**config.mk**
```make
export PLATFORM = sky130hd
export DESIGN_NAME = instr_fetch
export DESIGN_NICKNAME = d
export VERILOG_FILES = /design/src/rtl/instr_fetch.sv
export SDC_FILE = /design/constraint.sdc
export NUM_CORES = 1
export LEC_CHECK = 0
export ABC_AREA = 0
export ABC_CLOCK_PERIOD_IN_PS = 2300
export BUFFER_PORTS_ARGS = -buffer_cell sky130_fd_sc_hd__clkbuf_2
export CAP_MARGIN = 20
export CORE_AREA = 2 2 108 110
export DETAILED_ROUTE_END_ITERATION = 10
export DIE_AREA = 0 0 110 112
export PLACE_DENSITY = 0.68
export SKIP_LAST_GASP = 1
export SLEW_MARGIN = 30
export SYNTH_ARGS = -nofsm -noshare
export SYNTH_HDL_FRONTEND = slang
export SYNTH_SLANG_ARGS = --single-unit
```
**constraint.sdc**
```tcl
create_clock -name clk -period 2.3 [get_ports clk]
set_clock_uncertainty 0.2 [all_clocks]
set_input_delay 0.23 -clock clk [delete_from_list [all_inputs] [get_ports clk]]
set_output_delay 0.23 -clock clk [all_outputs]
set_load 0.02 [all_outputs]
```
**src/rtl/instr_fetch.sv**
```systemverilog
`default_nettype none
// ============================================================================
// Module   : instr_fetch
// Purpose  : Instruction fetch unit. Owns the PC, issues single word
//            requests over a req/gnt/rvalid memory handshake, holds each
//            fetched word for the decoder on a valid/ready handshake, and
//            accepts branch/jump redirects that flush an in-flight fetch.
// Options  : FETCH_MISALIGN_CHECK_EN - when defined, a redirect to a
//            non-word-aligned target is rejected and fetch_err pulses for
//            one cycle. When undefined, the target is forced word-aligned
//            and fetch_err is tied low.
// Revision : 1.0 - initial release
// ============================================================================
module instr_fetch #(
  parameter logic [31:0] RESET_PC = 32'h0000_0000,
  parameter logic [31:0] PC_STEP  = 32'd4
) (
  input  logic        clk,
  input  logic        rst,
  input  logic        en,
  output logic        imem_req,
  output logic [31:0] imem_addr,
  input  logic        imem_gnt,
  input  logic        imem_rvalid,
  input  logic [31:0] imem_rdata,
  input  logic        redirect,
  input  logic [31:0] redirect_pc,
  output logic        inst_valid,
  input  logic        inst_ready,
  output logic [31:0] instruction,
  output logic [31:0] inst_pc,
  output logic        fetch_err
);

  typedef enum logic [1:0] {
    IDLE = 2'd0,
    REQ  = 2'd1,
    WAIT = 2'd2,
    HOLD = 2'd3
  } state_t;

  state_t      state;
  state_t      state_next;
  logic [31:0] pc;
  logic [31:0] pc_next;
  logic        drop;
  logic        drop_next;
  logic        load_inst;
  logic        redirect_take;
  logic [31:0] redirect_target;
  logic        err_next;
  logic        err_q;

  // Redirect qualification: decides whether a redirect is honoured, the
  // target it loads, and whether it raises the misalignment flag.
`ifdef FETCH_MISALIGN_CHECK_EN
  always_comb begin
    redirect_take   = redirect && (redirect_pc[1:0] == 2'b00);
    redirect_target = redirect_pc;
    err_next        = redirect && (redirect_pc[1:0] != 2'b00);
  end
`else
  always_comb begin
    redirect_take   = redirect;
    redirect_target = redirect_pc & ~32'h0000_0003;
    err_next        = 1'b0;
  end
`endif

  // Next-state logic: normal fetch sequencing first, then a redirect
  // overrides everything because it has the highest priority.
  always_comb begin
    state_next = state;
    pc_next    = pc;
    drop_next  = drop;
    load_inst  = 1'b0;

    case (state)
      IDLE: begin
        if (en) begin
          state_next = REQ;
        end
      end
      REQ: begin
        // The request stays up until granted, even if en falls meanwhile.
        if (imem_gnt) begin
          state_next = WAIT;
        end
      end
      WAIT: begin
        if (imem_rvalid) begin
          if (drop) begin
            // Response belongs to a flushed fetch: absorb it and refetch.
            drop_next  = 1'b0;
            state_next = en ? REQ : IDLE;
          end else begin
            load_inst  = 1'b1;
            state_next = HOLD;
          end
        end
      end
      HOLD: begin
        if (inst_ready) begin
          pc_next    = pc + PC_STEP;
          state_next = en ? REQ : IDLE;
        end
      end
      default: begin
        state_next = IDLE;
      end
    endcase

    if (redirect_take) begin
      pc_next   = redirect_target;
      load_inst = 1'b0;
      if (((state == WAIT) && !imem_rvalid) || ((state == REQ) && imem_gnt)) begin
        // A response is still owed for the old address; mark it stale.
        drop_next  = 1'b1;
        state_next = WAIT;
      end else if ((state == WAIT) && imem_rvalid) begin
        // The outstanding response arrives this cycle and is discarded,
        // so nothing is left in flight.
        drop_next  = 1'b0;
        state_next = en ? REQ : IDLE;
      end else begin
        state_next = en ? REQ : IDLE;
      end
    end
  end

  // State, PC and flush-tracking registers.
  always_ff @(posedge clk or negedge rst) begin
    if (!rst) begin
      state <= IDLE;
      pc    <= RESET_PC;
      drop  <= 1'b0;
      err_q <= 1'b0;
    end else begin
      state <= state_next;
      pc    <= pc_next;
      drop  <= drop_next;
      err_q <= err_next;
    end
  end

  // Instruction holding registers; updated only when a valid word lands,
  // so they stay stable for the whole time inst_valid is high.
  always_ff @(posedge clk or negedge rst) begin
    if (!rst) begin
      instruction <= 32'h0000_0000;
      inst_pc     <= 32'h0000_0000;
    end else if (load_inst) begin
      instruction <= imem_rdata;
      inst_pc     <= pc;
    end
  end

  // Handshake outputs decode directly from the registered state.
  always_comb begin
    imem_req   = (state == REQ);
    imem_addr  = pc;
    inst_valid = (state == HOLD);
    fetch_err  = err_q;
  end

endmodule
`default_nettype wire

```
==> results_dict.tcl <==
set metrics [dict create \
    clk_pin_slew_ps 60 \
    hold_viol 0 \
    worstSetupPathType "reg -> reg" \
    core_area_um2 11200 \
    io_pins 170 \
    antenna_found_initial 0 \
    fin_crit_sh_pct 94.9 \
    grt_pass1_vias 3743 \
    cts_tree "yes" \
    ant_nets 0 \
    hold_depth 4 \
    drc 0 \
    ys_ff_latch 95 \
    portBuffers 162 \
    async_reset_ff_share_pct 100 \
    die-area_um2 12300 \
    drive_gt1_share_pct 43.8 \
    place.detailed.hpwl_mm 7.75 \
    yosysMostFrequentCell "dfrtp_1" \
    worst_slack_ps 116 \
    grt_max_degree 96 \
    start_util_pct 39.0 \
    dp_worst_setup_slack_ps 177 \
    tns_ps 0 \
    synth_area_um2 4360 \
    rows 39 \
    synth.top_cell.area_share_pct 54.6 \
    fmax_mhz 458 \
    drt_iter0_markers 150 \
    synth_cell_types 45 \
    combPwrFrac_pct 36.5 \
    grtUsageTotal_pct 19.0 \
    wl_per_cell_um 15.3 \
    gp_congestion 0.804 \
    ctsHtreeMaxLevel 3 \
    critPathLaunch "imem_addr[20]$_DFFE_PN0P_" \
    cts_root_buf "clkbuf_16" \
    routed_via_density 4.98 \
    grt_pass1_wl_mm 18.3 \
    reg2reg_from "imem_addr[20]$_DFFE_PN0P_" \
    cts_sinks 95 \
    p_leak_nw 3.11 \
    synthToLayoutAreaGrowth_pct 47.5 \
    clkPwrFrac_pct 23.9 \
    hp-start "inst_ready" \
    rr_endpoint "imem_addr[28]$_DFFE_PN0P_" \
    maxCapViolCount 0 \
    hp-class "in -> reg" \
    worstPathArrival_ps 2240 \
    routed-via-count 3817 \
    grt-ovfl-total 0 \
    worstRegToRegCells 4 \
    synth_top_area_cell "dfrtp_1" \
    numCtsBuffers 9 \
    required_ps 2350 \
    seqPwrFrac_pct 39.6 \
    setup_viol 0 \
    whs_endpoint "state[1]$_DFFE_PN0P_" \
    power_switching_mw 2.27 \
    fp.dieW_um 110 \
    clk_latency_ps 340 \
    syn-instance-count 375 \
    yosys-top-cells-count "dfrtp_1 (95), mux2_2 (59), nand2_1 (27), nor2_1 (20)" \
    grt_setup_unrepaired "no" \
    yosys_warnings 0 \
    p_int_mw 4.11 \
    clk_path_buf_depth 2 \
    synth_area_leaders "dfrtp_1 (55%), mux2_2 (15%), a31oi_1 (2.4%)" \
    maxSlewViolCount 0 \
    drtPass1Iterations 4 \
    status "completed" \
    start_kind "flip-flop" \
    synth_edf_count 0 \
    syn_area_per_cell_um2 11.6 \
    yosys_most_used_dff "dfrtp_1" \
    seq_area_frac_synth_pct 54.6 \
    die_h_um 112 \
    drt_wl_total_mm 11.7 \
    power_density_nw_per_um2 994 \
    nets 691 \
    end_kind "flip-flop" \
    swShare_pct 35.6 \
    period_minus_slack_ps 2180 \
    r2r_slack_ps 120 \
    diodes 0 \
    cp_max_fo 8 \
    irDropWorstVdd_uv 469 \
]
## placed cells by master (no fill, tap or decap), drive strengths merged, types with 2 or more instances in the layout
cell and n:
nand2 27, clkbuf 173, and4 4, o311ai 2
a31oi 17, inv 7, nand4b 2, dfrtp 95
o31ai 12, nand4bb 2, conb 5, nand4 8
and3 5, nor4 3, mux2i 2, clkinv 2
mux2 59, or4 14, o211ai 2, nand3 18
dlygate4sd3 65, o21ai 16, nor2 20, nor2b 3
buf 30, xor2 8, a21oi 4, o41ai 3
and2 4
## worst max-delay path, cell delays in order, from the launching register on
cell	delay, ps
dfrtp_1	460
nand3_1	150
or4_1	570
or4_1	540
a31oi_1	190
## flip-flops by register name, indices dropped and copies added, names as in the netlist
register	flops
instruction	32
imem_addr	30
inst_pc	30
state	2
drop	1
## through the flow
step	instances	total power, mW	instance area [um2]	hold slack [ps]	utilization, %
after global placement	682	4.73	5430	120	48.6
after CTS	763	6.44	6390	95.3	57.2
after detailed placement	682	4.82	5430	126	48.6
after floorplan	379	3.93	4370	-266	-
final	767	6.39	6430	110	57.5
after global routing	767	6.75	6430	156	57.5
## worst max path at each step
stage / depth (start not counted) / end / slack [ps]
final: 4 / imem_addr[28]$_DFFE_PN0P_ / 120
after global routing: 4 / imem_addr[28]$_DFFE_PN0P_ / 30
after CTS: 4 / imem_addr[21]$_DFFE_PN0P_ / 110
after detailed placement: 4 / imem_addr[28]$_DFFE_PN0P_ / 180
after global placement: 4 / imem_addr[28]$_DFFE_PN0P_ / 210
after floorplan: 5 / imem_addr[28]$_DFFE_PN0P_ / 60
## what timing repair did
item                                   4_1_cts  5_1_grt
hold buffers                                65        0
endpoints found under the hold margin      159        0
gates resized for setup                      0        1
setup endpoints to repair                    0        2
buffers inserted                             0        4
## power by group through the flow
stage               Combinational [mW]  Sequential [mW]  Clock (mW)
floorplan                        0.719             3.21           0
global placement                  2.21             2.52           0
detailed placement                2.26             2.56           0
CTS                               2.35             2.53        1.56
global route                      2.52             2.60        1.63
finish                            2.33             2.53        1.52
## cell families after synthesis
| family | share of synthesized area (%) |
|---|---|
| buffers and inverters | 3.88 |
| other | 0.0861 |
| XOR/XNOR | 1.81 |
| AO/OA/AOI/OAI | 8.99 |
| AND/OR/NAND/NOR | 14.7 |
| flip-flops | 54.6 |
| multiplexers | 15.7 |
| adder cells (fa/ha/maj) | 0.287 |
## per-layer routing
metal | GRT usage [%] | vias up | part of all wire [%]
met5 | 0 | - | 0
met4 | 7.68 | 0 | 1.6
met3 | 2.87 | 12 | 5.6
met2 | 31.4 | 121 | 49
met1 | 24.7 | 1826 | 44
li1 | - | 1858 | -
## layout make-up
class,instances,area [um2]
tap,143,179
fill,931,4750
multi-input combinational,251,1830
clock buffer,12,256
sequential,95,2380
inverter,6,22.5
clock inverter,4,52.6
timing repair buffer,256,1710
No activity file was read; power rests on OpenSTA's default activity.
